**src/rtl/ceyloniac_fetch.sv**
```systemverilog
// Instruction fetch stage: issues single-outstanding reads to instruction RAM at the current PC,
// buffers returned words for decode, and drives PC increment / branch redirect.
module ceyloniac_fetch #(
  parameter int RAM_ADDR_WIDTH = 16,
  parameter int INSTR_WIDTH    = 32,
  parameter int BUF_DEPTH      = 2
) (
  input  logic                      clk,
  input  logic                      fetch_reset,
  input  logic                      fetch_enable,
  input  logic [RAM_ADDR_WIDTH-1:0] pc_out,
  output logic                      pc_write,
  output logic [RAM_ADDR_WIDTH-1:0] pc_in,
  output logic                      imem_req,
  output logic [RAM_ADDR_WIDTH-1:0] imem_addr,
  input  logic                      imem_ready,
  input  logic                      imem_rvalid,
  input  logic [INSTR_WIDTH-1:0]    imem_rdata,
  input  logic                      branch_taken,
  input  logic [RAM_ADDR_WIDTH-1:0] branch_target,
  output logic                      instr_valid,
  output logic [INSTR_WIDTH-1:0]    instr_data,
  output logic [RAM_ADDR_WIDTH-1:0] instr_pc,
  input  logic                      instr_ready
);

  localparam int PTR_W = $clog2(BUF_DEPTH);
  localparam int CNT_W = PTR_W + 1;

  typedef enum logic [1:0] {
    ST_IDLE,
    ST_REQ,
    ST_WAIT,
    ST_DROP
  } state_e;

  state_e                    state_q, state_d;
  logic [CNT_W-1:0]          count_q, count_d;
  logic [PTR_W-1:0]          rd_ptr_q, rd_ptr_d;
  logic [PTR_W-1:0]          wr_ptr_q, wr_ptr_d;
  logic [RAM_ADDR_WIDTH-1:0] req_pc_q, req_pc_d;
  logic [RAM_ADDR_WIDTH-1:0] buf_pc_q   [BUF_DEPTH];
  logic [RAM_ADDR_WIDTH-1:0] buf_pc_d   [BUF_DEPTH];
  logic [INSTR_WIDTH-1:0]    buf_data_q [BUF_DEPTH];
  logic [INSTR_WIDTH-1:0]    buf_data_d [BUF_DEPTH];

  logic not_full;
  logic accept;
  logic push;
  logic pop;

  assign not_full = (count_q < CNT_W'(BUF_DEPTH));
  assign accept   = imem_req & imem_ready;
  // A branch squashes both the returning word and any same-cycle consumption.
  assign push     = (state_q == ST_WAIT) & imem_rvalid & ~branch_taken;
  assign pop      = instr_valid & instr_ready & ~branch_taken;

  always_ff @(posedge clk or negedge fetch_reset) begin
    if (!fetch_reset) begin
      state_q  <= ST_IDLE;
      count_q  <= '0;
      rd_ptr_q <= '0;
      wr_ptr_q <= '0;
      req_pc_q <= '0;
      for (int i = 0; i < BUF_DEPTH; i++) begin
        buf_pc_q[i]   <= '0;
        buf_data_q[i] <= '0;
      end
    end else begin
      state_q  <= state_d;
      count_q  <= count_d;
      rd_ptr_q <= rd_ptr_d;
      wr_ptr_q <= wr_ptr_d;
      req_pc_q <= req_pc_d;
      for (int i = 0; i < BUF_DEPTH; i++) begin
        buf_pc_q[i]   <= buf_pc_d[i];
        buf_data_q[i] <= buf_data_d[i];
      end
    end
  end

  always_comb begin
    state_d = state_q;
    unique case (state_q)
      ST_IDLE: begin
        if (fetch_enable) state_d = ST_REQ;
      end
      ST_REQ: begin
        if (accept)            state_d = branch_taken ? ST_DROP : ST_WAIT;
        else if (!fetch_enable) state_d = ST_IDLE;
      end
      ST_WAIT: begin
        if (branch_taken)     state_d = imem_rvalid ? ST_REQ : ST_DROP;
        else if (imem_rvalid) state_d = fetch_enable ? ST_REQ : ST_IDLE;
      end
      ST_DROP: begin
        if (imem_rvalid) state_d = (fetch_enable || branch_taken) ? ST_REQ : ST_IDLE;
      end
      default: state_d = ST_IDLE;
    endcase
  end

  always_comb begin
    imem_req    = (state_q == ST_REQ) & not_full;
    imem_addr   = (state_q == ST_REQ) ? pc_out : '0;
    pc_write    = fetch_reset & (accept | branch_taken);
    pc_in       = '0;
    if (pc_write) pc_in = branch_taken ? branch_target : pc_out + RAM_ADDR_WIDTH'(1);
    instr_valid = (count_q != '0);
    instr_data  = instr_valid ? buf_data_q[rd_ptr_q] : '0;
    instr_pc    = instr_valid ? buf_pc_q[rd_ptr_q] : '0;
  end

  always_comb begin
    count_d    = count_q;
    rd_ptr_d   = rd_ptr_q;
    wr_ptr_d   = wr_ptr_q;
    req_pc_d   = accept ? pc_out : req_pc_q;
    buf_pc_d   = buf_pc_q;
    buf_data_d = buf_data_q;
    if (branch_taken) begin
      count_d  = '0;
      rd_ptr_d = '0;
      wr_ptr_d = '0;
    end else begin
      if (push) begin
        buf_pc_d[wr_ptr_q]   = req_pc_q;
        buf_data_d[wr_ptr_q] = imem_rdata;
        wr_ptr_d             = wr_ptr_q + PTR_W'(1);
      end
      if (pop) rd_ptr_d = rd_ptr_q + PTR_W'(1);
      if (push && !pop)      count_d = count_q + CNT_W'(1);
      else if (pop && !push) count_d = count_q - CNT_W'(1);
    end
  end

endmodule

```
**config.mk**
```make
export PLATFORM = sky130hd
export DESIGN_NAME = ceyloniac_fetch
export DESIGN_NICKNAME = d
export VERILOG_FILES = /design/src/rtl/ceyloniac_fetch.sv
export SDC_FILE = /design/constraint.sdc
export NUM_CORES = 1
export LEC_CHECK = 0
export CAP_MARGIN = 10
export CELL_PAD_IN_SITES_DETAIL_PLACEMENT = 1
export CELL_PAD_IN_SITES_GLOBAL_PLACEMENT = 1
export CORE_ASPECT_RATIO = 0.9
export CORE_MARGIN = 2
export CORE_UTILIZATION = 39
export DETAILED_ROUTE_END_ITERATION = 6
export PLACE_DENSITY = 0.9
export SYNTH_ARGS = -nofsm -noshare
export SYNTH_HDL_FRONTEND = slang
export SYNTH_SLANG_ARGS = --single-unit
```
**constraint.sdc**
```tcl
create_clock -name clk -period 1.7 [get_ports clk]
set_input_delay 0.255 -clock clk [delete_from_list [all_inputs] [get_ports clk]]
set_output_delay 0.255 -clock clk [all_outputs]
set_load 0.1 [all_outputs]
```
Yosys cells after proc, flatten, opt, wreduce, memory -nomap -nowiden --
Index checks and enable logic that the tools add are counted.
Word-level totals: input port bits 71, latch bits 0, memory bits (read-only) 0, word-level logic and storage cells 84, flip-flop bits (word level) 118, memories kept 0, memory bits (writable) 0, output and inout port bits 83
Operators by class: magnitude comparators 4, equal/unequal tests 7, $mul 0, shifts and indexed selects 0, bitwise gates (word level) 11, add/sub/neg operators 5, reduce and logical (&&, ||, !) cells 13, muxes and demuxes 35, divide/modulo/power cells 0
Operators with widths (count):
- two-way mux 32 bit | 5
- two-way mux 16 bit | 8
- bitwise mux 64 bit | 1
- bitwise mux 32 bit | 1
- demux 32 bit (select 1 bit) | 1
- two-way mux 2 bit | 10
- adder 16 x 1 -> 16 bit (second input constant) | 1
- demux 16 bit (select 1 bit) | 1
- case mux 2 bit (4 select lines) | 1
- AND 1 bit | 7
- two-way mux 1 bit | 7
- inequality test 3 bit (second input constant) | 2
- nonzero test 2 bit | 3
- equality test 2 bit (second input constant) | 2
- >= comparator 2 bit (second input constant) | 2
- inequality test 2 bit (second input constant) | 2
- inverter 1 -> 2 bit | 2
- AND reduction 4 bit | 1
- logical AND 1 bit | 3
- nonzero test 3 bit | 1
- adder 1 bit (second input constant) | 2
- adder 2 x 1 -> 2 bit (second input constant) | 1
- equality test 2 x 1 -> 1 bit (second input constant) | 1
- zero test 1 bit | 2
- 8 further kinds | 8

Depth between registers and ports, before layout --
Gate-level depths: netlist of the first run.
depth after elaboration 8, gate-level depth with buffers 6, gate-level depth less buffers 5

Worst setup path after synthesis of the first run --
No wires, ideal clock.
path kind input-to-output, start input pc_out[4], end output pc_in[8], stages 4, path buffers 1, setup slack -1.840 ns, arrival 3.285 ns, path through buf_2 -> nand4_4 -> or3_1 -> a311oi_1
On the way: cells in the longest elaborated chain, start to end 3
RTL lines:
- start: declaration | line 11 | input logic [RAM_ADDR_WIDTH-1:0] pc_out,
- adder 16 x 1 -> 16 bit | line 108 | if (pc_write) pc_in = branch_taken ? branch_target : pc_out + RAM_ADDR_WIDTH'(1);
- two-way mux 16 bit (2 in a row) | line 108
- end: declaration | line 13 | output logic [RAM_ADDR_WIDTH-1:0] pc_in,
No other way between the ends.

Final worst setup path of the first run --
start input pc_out[8], end output pc_in[12]
Same word-level chain as after synthesis.

==> results.json, run 1 <==
{
  "fin_cells": 927,
  "multiInputGateArea_sq_mm": 0.00366,
  "initial_core_util_pct": 40.2,
  "met3_length_mm": 2.12,
  "fp.coreArea_sq_mm": 0.0148,
  "synth_area_leaders": "dfrtp_1, mux2_2, mux2i_1, mux2_4, nor2_1",
  "clock_latency_ns": 0.44,
  "top_layer": "met4",
  "yosys_warnings": 0,
  "drive_gt1_share_pct": 59.6,
  "fp-row-count": 42,
  "cp.arrival_ns": 2.11,
  "wl_met2_mm": 16.0,
  "ir_worst_vdd_v": 0.000985,
  "grt_remaining_overflow": 0,
  "die_area_sq_mm": 0.0162,
  "crit_fanout": 4,
  "clk_pin_slew_ns": 0.06,
  "hold_viol": 0,
  "drt-met1-wl_mm": 10.9,
  "r2r_start": "state_q[0]$_DFFE_PN0P_",
  "ios": 154,
  "routed-via-count": 5357,
  "slew-limit-headroom_pct": 57.0,
  "startpoint_type": "input pin",
  "drtAntennaViolNets": 0,
  "finalSetupTns_ns": -49.27,
  "synth_cells": 485,
  "buffer_ports.inserted": 153,
  "power_mw": 14.3,
  "hpwl_mm": 15.7,
  "cts.htree.levels": 4,
  "slowest_stage": "clkdlybuf4s50_1",
  "status": "finished with violations",
  "nFillCells": 1223,
  "wl_per_cell_um": 32.9,
  "crit_chain": "clkdlybuf4s50_1 > nand3_4 > or3_1 > o2111ai_1 > o311ai_4 > buf_12",
  "tightest_slew_ns": 0.645,
  "finalNetCount": 787,
  "antenna_found_initial": 2,
  "yosys.area.top_type": "dfrtp_1",
  "synth_area_sq_mm": 0.00593,
  "worstSetupStartpoint": "pc_out[8]",
  "cts.sinks": 118,
  "p_leak_nw": 4.61,
  "die_w_um": 134,
  "cts.root.buffer_cell": "clkbuf_16",
  "violations": "negative setup slack",
  "hold_buffers": 0,
  "track_usage_pct": 32.8,
  "worst-setup-path-type": "input pin to primary output",
  "netlist-cell-type-count": 40,
  "grt_max_degree": 119,
  "gp_congestion": 0.946,
  "syn-num-nets": 557,
  "slew_viol_final": 0,
  "grt_pass1_vias": 6008,
  "max-cap-violations": 0,
  "cts_buffer_depth": 2,
  "period_needed_ns": 2.36,
  "die_h_um": 121,
  "seq_area_frac_synth_pct": 49.8,
  "cp-end-kind": "primary output",
  "tritoncts": "built",
  "cts_buffers": 17,
  "grt_pass1_wl_mm": 38.5,
  "postPlaceCellArea_sq_mm": 0.00951,
  "crit_path_max_incr_delay_ns": 0.57,
  "max_freq_mhz": 423,
  "fin_skew_ns": 0.00699,
  "drc": 0,
  "fin_crit_sh_pct": 139,
  "worstPathRequired_ns": 1.44,
  "power_density_mw_per_mm2": 1300,
  "placed_cells": 866,
  "ys_ff_latch": 118,
  "setup_ws_ns": -0.664,
  "via_per_inst": 5.78,
  "postLayoutCellArea_sq_mm": 0.0109,
  "hp-class": "input pin to asynchronous set/reset pin",
  "first_pass_iters": 4,
  "rsz0062_at_grt": "true",
  "setup_viol": 180,
  "wirelength_mm": 30.5,
  "seq_area_sq_mm": 0.00295,
  "synth_top_area_share_pct": 49.8,
  "area_growth_pct": 84.5,
  "syn_avg_cell_area_sq_um": 12.2,
  "drt_iter0_drc": 349
}
## power by group
| group | switching (mW) | internal (mW) |
|---|---|---|
| sequential | 0.852 | 3.77 |
| combinational | 3.30 | 2.49 |
| clock | 1.55 | 2.32 |
| total | 5.71 | 8.58 |
## registers in the layout, summed over array words and instances, names as in the netlist
name        count
wr_ptr_q        1
buf_pc_q       32
count_q         2
req_pc_q       16
rd_ptr_q        1
buf_data_q     64
state_q         2
## per-stage QoR
stage / util, % / hold slack [ns] / setup WS [ns]
after floorplan: - / -0.0406 / -0.746
after global placement: 64.4 / 0.479 / -0.576
after detailed placement: 64.4 / 0.494 / -0.782
after CTS: 71.7 / 0.0572 / -0.547
after global routing: 74.1 / 0.0683 / -0.698
final: 74.1 / 0.0329 / -0.664
## per-layer routing
metal | vias up | global-route usage, %
met2 | 287 | 60.5
met1 | 2801 | 34.8
met3 | 105 | 10.2
li1 | 2164 | -
met5 | - | 0
met4 | 0 | 13.6
## area by class of cell
type | count | area share, %
well taps | 198 | 2.26
multi-input cells | 329 | 33.4
clock inverters | 14 | 1.63
clock buffers | 18 | 3.92
diodes | 1 | 0.0229
repair buffers | 240 | 31.3
inverters | 9 | 0.389
flip-flops and latches | 118 | 27.0
## cell usage after synthesis
master / instances
buf_2: 10
nor3_2: 1
inv_1: 9
a21o_1: 1
and2_1: 18
xnor2_1: 9
nand3_1: 4
nand2_1: 12
mux2_4: 20
o21ai_2: 1
xor2_1: 3
o311ai_1: 1
nor4_1: 5
a211oi_1: 1
nor2_1: 63
a311oi_1: 3
buf_6: 6
nor2b_1: 3
mux2_2: 92
or3_1: 4
nand3_2: 1
dfrtp_1: 118
o21a_1: 1
nand3b_4: 1
a21boi_0: 1
o2111ai_1: 1
buf_1: 2
o21ai_0: 13
buf_4: 2
a21oi_1: 11
ha_1: 1
nand4_1: 2
nand3b_1: 1
nor3_1: 1
mux2i_1: 49
nand4_4: 2
and4bb_1: 1
nor3b_1: 1
clkbuf_1: 9
o31a_1: 1
## worst paths after layout
| path | to | slack (ns) | depth (start not counted) |
|---|---|---|---|
| setup reg to reg | buf_data_q[41]$_DFFE_PN0P_ | -0.18 | 6 |
| min in group clk | req_pc_q[1]$_DFFE_PN0P_ | 0.41 | 3 |
| setup / recovery | pc_in[12] | -0.66 | 6 |
| hold reg to reg | buf_data_q[6]$_DFFE_PN0P_ | 0.52 | 1 |
| hold / removal | buf_pc_q[21]$_DFFE_PN0P_ | 0.03 | 2 |
| max in group asynchronous | req_pc_q[8]$_DFFE_PN0P_ | 1.20 | 2 |
## worst max-delay path, delay by kind of cell
kind | cells | cell delay, ns
and+or+nand+nor | 2 | 0.55
buffers and inverters | 2 | 0.77
AOI/OAI and AO/OA | 2 | 0.52
## cell usage in the layout (no fill, tap or decap), drive strengths merged, types with 3 or more instances in the layout
cell type      count
buf              165
nor4               5
inv                9
dfrtp            118
nand3              5
nor2b              3
a311oi             3
nand4              4
clkinvlp           4
clkinv             7
and2              18
clkbuf            24
mux2             112
clkdlybuf4s50     59
dlygate4sd2        8
bufinv             3
mux2i             49
or3                4
a21oi             11
nor2              63
xnor2              9
o21ai             14
xor2               3
nand2             12
## logic make-up after synthesis
logic type,Yosys count,share of synthesized area (%)
AO/OA/AOI/OAI,35,3.56
XOR/XNOR,12,1.77
adder cells (fa/ha/maj),1,0.211
buffers and inverters,38,3.50
flip-flops,118,49.8
multiplexers,161,30.8
AND/OR/NAND/NOR,120,10.4
## repair_timing
| action | in CTS | in global routing |
|---|---|---|
| pin swaps | 35 | 6 |
| resized for setup | 94 | 44 |
| buffers inserted | 11 | 9 |
| cloned | 5 | 6 |
| endpoints found under the setup margin | 83 | 133 |
(Power assumes the default switching activity.)
==> run 2, diff against run 1 <==
--- a/config.mk
+++ b/config.mk
@@ -9,7 +9,6 @@
 export CELL_PAD_IN_SITES_DETAIL_PLACEMENT = 1
 export CELL_PAD_IN_SITES_GLOBAL_PLACEMENT = 1
 export CORE_ASPECT_RATIO = 0.9
-export CORE_MARGIN = 2
 export CORE_UTILIZATION = 39
 export DETAILED_ROUTE_END_ITERATION = 6
 export PLACE_DENSITY = 0.9
==> run 2 against run 1 <==
The run now fails in global routing; synthesized cell count stayed put; synthesized area stayed put.
==> results.json, run 2 <==
{
  "syn-num-nets": 557,
  "cts.root.buffer_cell": "clkbuf_16",
  "cts_buffer_depth": 2,
  "initial_core_util_pct": 40.2,
  "antenna_found_initial": 3,
  "worstEndpointGrtRepair": "pc_in[12]",
  "gp_congestion": 0.857,
  "synth_area_sq_mm": 0.00593,
  "cts_buffers": 17,
  "seq_area_frac_synth_pct": 49.8,
  "yosys.area.top_type": "dfrtp_1",
  "synth_compound_area_share_pct": 3.56,
  "cts.sinks": 118,
  "synth_area_leaders": "dfrtp_1, mux2_2, mux2i_1, mux2_4, nor2_1",
  "syn_avg_cell_area_sq_um": 12.2,
  "synthAdderAreaFrac_pct": 0.211,
  "die_w_um": 132,
  "ys_async_sr_fraction_pct": 100,
  "ios": 154,
  "synth_mux_area_share_pct": 30.8,
  "synth_top_family_by_area": "multiplexers",
  "synth-simple-area-share_pct": 10.4,
  "worst_path_end_type": "output port",
  "synth_cells": 485,
  "status": "aborted with a tool error",
  "synth.most_common_cell": "dfrtp_1",
  "synth_edf_count": 0,
  "yosys_warnings": 0,
  "hpwl_mm": 15.6,
  "ys_ff_latch": 118,
  "netlist-cell-type-count": 40,
  "haltStage": "global routing",
  "postPlaceCellArea_sq_mm": 0.00949,
  "die_h_um": 119,
  "grt_max_degree": 65,
  "synthXorXnorAreaFrac_pct": 1.77,
  "synth-main-ff-cell": "dfrtp_1",
  "error": "[ERROR DPL-0033] detailed placement checks failed during check placement.",
  "cts.htree.levels": 4,
  "fp-row-count": 42,
  "buffer_ports.inserted": 153,
  "synth_top_area_share_pct": 49.8,
  "ys_top_cells_by_count": "dfrtp_1, mux2_2, nor2_1"
}
==> run 2: cell counts after synthesis <==
Identical to the previous run, type by type.
==> run 2: cells by family after synthesis <==
group                    Yosys count
buffers and inverters             38
adder cells (fa/ha/maj)            1
flip-flops                       118
AO/OA/AOI/OAI                     35
multiplexers                     161
AND/OR/NAND/NOR                  120
XOR/XNOR                          12
==> run 2: what timing repair did <==
item	4_1_cts
setup buffers	20
hold buffers	1
gates resized for setup	214
setup endpoints to repair	88
hold endpoints to repair	16
cloned	9
pin swaps	44
==> run 2: stage by stage <==
stage | setup WS [ns] | cells | setup TNS (ns)
floorplan | -0.746 | 485 | -16.36
CTS | -0.608 | 934 | -40.80
detailed placement | -0.767 | 872 | -30.88
global placement | -0.666 | 872 | -27.14
==> run 3, diff against run 2 <==
==> config.mk (replaced) <==
export PLATFORM = sky130hd
export DESIGN_NAME = ceyloniac_fetch
export DESIGN_NICKNAME = d
export VERILOG_FILES = /design/src/rtl/ceyloniac_fetch.sv
export SDC_FILE = /design/constraint.sdc
export NUM_CORES = 1
export LEC_CHECK = 0
export CAP_MARGIN = 10
export CORE_UTILIZATION = 40
export DETAILED_ROUTE_END_ITERATION = 6
export PLACE_DENSITY_LB_ADDON = 0.15
export SYNTH_ARGS = -nofsm -noshare
export SYNTH_HDL_FRONTEND = slang
export SYNTH_SLANG_ARGS = --single-unit
==> run 3 against run 2 <==
The flow now finishes, with violations (negative setup slack).
==> results.json, run 3 (synthesized netlist as in run 1, its figures left out) <==
{
  "status": "finished with violations",
  "violations": "negative setup slack",
  "cts.root.buffer_cell": "clkbuf_16",
  "cp_num_buf_inv": 1,
  "r2r_start": "state_q[1]$_DFFE_PN0P_",
  "hp-class": "input pin to asynchronous set/reset pin",
  "critical_path_depth": 5,
  "final_common_cell": "dfrtp_1",
  "fin_skew_ns": 0.00824,
  "cts.htree.levels": 4,
  "crit_path_max_incr_delay_ns": 0.39,
  "crit_family": "simple AND/OR/NAND/NOR gates",
  "drive_gt1_share_pct": 64.9,
  "crit_fanout": 4,
  "buffer_ports.inserted": 153,
  "die_area_sq_mm": 0.0153,
  "grt_pass1_vias": 5465,
  "hpwl_mm": 11.8,
  "slew_viol_final": 0,
  "worst-setup-path-type": "flip-flop to primary output",
  "fp-row-count": 44,
  "pre_cts_ws_ns": -0.637,
  "worstPathRequired_ns": 1.44,
  "clk_pin_slew_ns": 0.05,
  "track_usage_pct": 27.0,
  "grt_max_degree": 81,
  "n_antenna_cell": 0,
  "p_leak_nw": 5.08,
  "fp.coreArea_sq_mm": 0.0145,
  "via_per_inst": 5.47,
  "cts_buffer_depth": 2,
  "gp_congestion": 0.885,
  "die_w_um": 124,
  "cts_buffers": 17,
  "setup_viol": 179,
  "tightest_slew_ns": 0.468,
  "power_mw": 14.3,
  "cp.arrival_ns": 1.98,
  "tritoncts": "built",
  "wirelength_mm": 21.8,
  "drt_iter0_drc": 223,
  "reg.largest.list": "buf_data_q x64, buf_pc_q x32, req_pc_q x16",
  "drtAntennaViolNets": 0,
  "ir_worst_vdd_v": 0.000858,
  "grt_pass1_wl_mm": 30.2,
  "layout_common_cells": "dfrtp_1, buf_12, mux2_4",
  "drc": 0,
  "period_needed_ns": 2.24,
  "first_pass_iters": 4,
  "fin_crit_sh_pct": 132,
  "max-cap-violations": 0,
  "clock_latency_ns": 0.42,
  "slowest_stage": "dfrtp_1",
  "routed-via-count": 5130,
  "r2r-end": "buf_data_q[33]$_DFFE_PN0P_",
  "initial_core_util_pct": 41.0,
  "antenna_found_initial": 0,
  "largest_register_ffs": 64,
  "startpoint_type": "flip-flop",
  "setup_ws_ns": -0.538,
  "crit_chain": "and4bb_4 > and2_4 > nand3b_1 > o311ai_4 > buf_12",
  "finalNetCount": 813,
  "slew-limit-headroom_pct": 68.8,
  "ios": 154,
  "r2r_setup_slack_ns": -0.22,
  "largest_register": "buf_data_q",
  "max_freq_mhz": 447,
  "cp-end-kind": "primary output",
  "hold_viol": 0,
  "die_h_um": 124,
  "power_density_mw_per_mm2": 1220,
  "area_growth_pct": 97.6,
  "r2r_cells": 8,
  "grt_remaining_overflow": 0,
  "wl_per_cell_um": 23.3,
  "rsz0062_at_grt": "true",
  "cts.sinks": 118
}
==> run 3: per-layer routing <==
metal	track usage, %	routed length (um)
met3	7.69	1230
met4	9.41	625
met1	31.2	8450
met2	47.6	11500
met5	0	0
==> run 3: layout make-up <==
type	instances	area [sq um]
clock buffers	22	474
clock inverters	9	125
fillers	786	2760
inverters	9	37.5
multi-input cells	329	4040
flip-flops and latches	118	2960
well taps	184	230
repair buffers	266	3860
==> run 3: repair_timing <==
| action | CTS | global route |
|---|---|---|
| resized for setup | 146 | 98 |
| pin swaps | 43 | 17 |
| setup buffers | 30 | 11 |
| hold endpoints to repair | 2 | 0 |
| cloned | 10 | 12 |
| endpoints found under the setup margin | 83 | 187 |
| hold buffers | 1 | 0 |
==> run 3: report_power, final <==
group	leakage, nW	switching [mW]	internal, mW
Sequential	1.51	0.820	3.77
Clock	0.292	1.28	2.40
Combinational	3.27	2.99	3.08
==> run 3: through the flow <==
| step | instance area (sq um) | util, % | TNS [ns] | std cells | hold slack [ns] |
|---|---|---|---|---|---|
| 2_1_floorplan | 6470 | - | -16.36 | 485 | -0.0406 |
| 3_3_place_gp | 9480 | 65.4 | -25.41 | 853 | 0.109 |
| 3_5_place_dp | 9480 | 65.4 | -27.80 | 853 | 0.108 |
| 4_1_cts | 11100 | 76.9 | -42.99 | 924 | 0.0261 |
| 5_1_grt | 11700 | 81.0 | -49.20 | 937 | 0.0495 |
| 6_report | 11700 | 81.0 | -41.90 | 937 | 0.00889 |
==> run 3: worst max-delay path by stage <==
stage / from / to / slack (ns)
after floorplan: state_q[1]$_DFFE_PN0P_ / pc_in[10] / -0.75
after global placement: pc_out[4] / pc_in[12] / -0.62
after detailed placement: pc_out[4] / pc_in[12] / -0.64
after CTS: state_q[1]$_DFFE_PN0P_ / pc_in[12] / -0.52
after global routing: state_q[1]$_DFFE_PN0P_ / pc_in[12] / -0.61
final: state_q[1]$_DFFE_PN0P_ / pc_in[12] / -0.54
==> run 4, diff against run 3 <==
--- a/config.mk
+++ b/config.mk
@@ -6,9 +6,10 @@
 export NUM_CORES = 1
 export LEC_CHECK = 0
 export CAP_MARGIN = 10
-export CORE_UTILIZATION = 40
+export CORE_UTILIZATION = 49
 export DETAILED_ROUTE_END_ITERATION = 6
 export PLACE_DENSITY_LB_ADDON = 0.15
+export SLEW_MARGIN = 5
 export SYNTH_ARGS = -nofsm -noshare
 export SYNTH_HDL_FRONTEND = slang
 export SYNTH_SLANG_ARGS = --single-unit
==> run 4 against run 3 <==
The run now fails in global routing; synthesized cell count is the same; synthesized area is the same.
==> results.json, run 4 <==
{
  "gp_congestion": 0.837,
  "yosys.area.top_type": "dfrtp_1",
  "synth_area_sq_mm": 0.00593,
  "synth_cells": 485,
  "seq_area_frac_synth_pct": 49.8,
  "ios": 154,
  "worst_path_end_type": "output port",
  "cts.root.buffer_cell": "clkbuf_16",
  "synth_edf_count": 0,
  "grt_remaining_overflow": 241,
  "synth_top_area_share_pct": 49.8,
  "cts.sinks": 118,
  "yosys_warnings": 0,
  "error": "[ERROR GRT-0232] Routing congestion too high. Check the congestion heatmap in the GUI.",
  "status": "aborted with a tool error",
  "synth_area_leaders": "dfrtp_1, mux2_2, mux2i_1, mux2_4, nor2_1",
  "die_h_um": 112,
  "grt_max_degree": 55,
  "ys_ff_latch": 118,
  "buffer_ports.inserted": 153,
  "cts_buffer_depth": 2,
  "netlist-cell-type-count": 40,
  "hpwl_mm": 12.4,
  "syn_avg_cell_area_sq_um": 12.2,
  "synth.most_common_cell": "dfrtp_1",
  "initial_core_util_pct": 51.1,
  "ys_top_cells_by_count": "dfrtp_1, mux2_2, nor2_1",
  "track_usage_pct": 81.7,
  "synth-main-ff-cell": "dfrtp_1",
  "cts.htree.levels": 4,
  "die_w_um": 112,
  "fp-row-count": 39,
  "ys_async_sr_fraction_pct": 100,
  "cts_buffers": 17,
  "worstEndpointGrtRepair": "pc_in[9]",
  "syn-num-nets": 557,
  "haltStage": "global routing"
}
==> run 4: cell counts after synthesis <==
Identical to the previous run, type by type.
==> run 4: per-layer routing <==
metal | GRT usage, % | GRT overflow
met2 | 100 | 165
met4 | 86.8 | 75
met3 | 65.5 | 1
met5 | 13.7 | 0
met1 | 80.3 | 0
==> run 4: cell families after synthesis <==
group           share of synthesized area [%]
mux                                      30.8
fa+ha+maj                               0.211
xor+xnor                                 1.77
buf+inv                                  3.50
compound gates                           3.56
simple gates                             10.4
flops                                    49.8
==> run 4: timing repair <==
item,in CTS
gates cloned,7
pin swaps,16
buffers inserted,26
gates resized for setup,113
setup endpoints to repair,116
hold buffers,1
endpoints found under the hold margin,23
==> run 4: through the flow <==
stage | util [%] | TNS (ns) | instance area (sq um) | cells | setup WS (ns)
after floorplan | - | -16.36 | 6470 | 485 | -0.746
after global placement | 81.0 | -26.43 | 9410 | 814 | -0.616
after detailed placement | 81.0 | -27.68 | 9410 | 814 | -0.631
after CTS | 93.8 | -24.73 | 10900 | 880 | -0.591
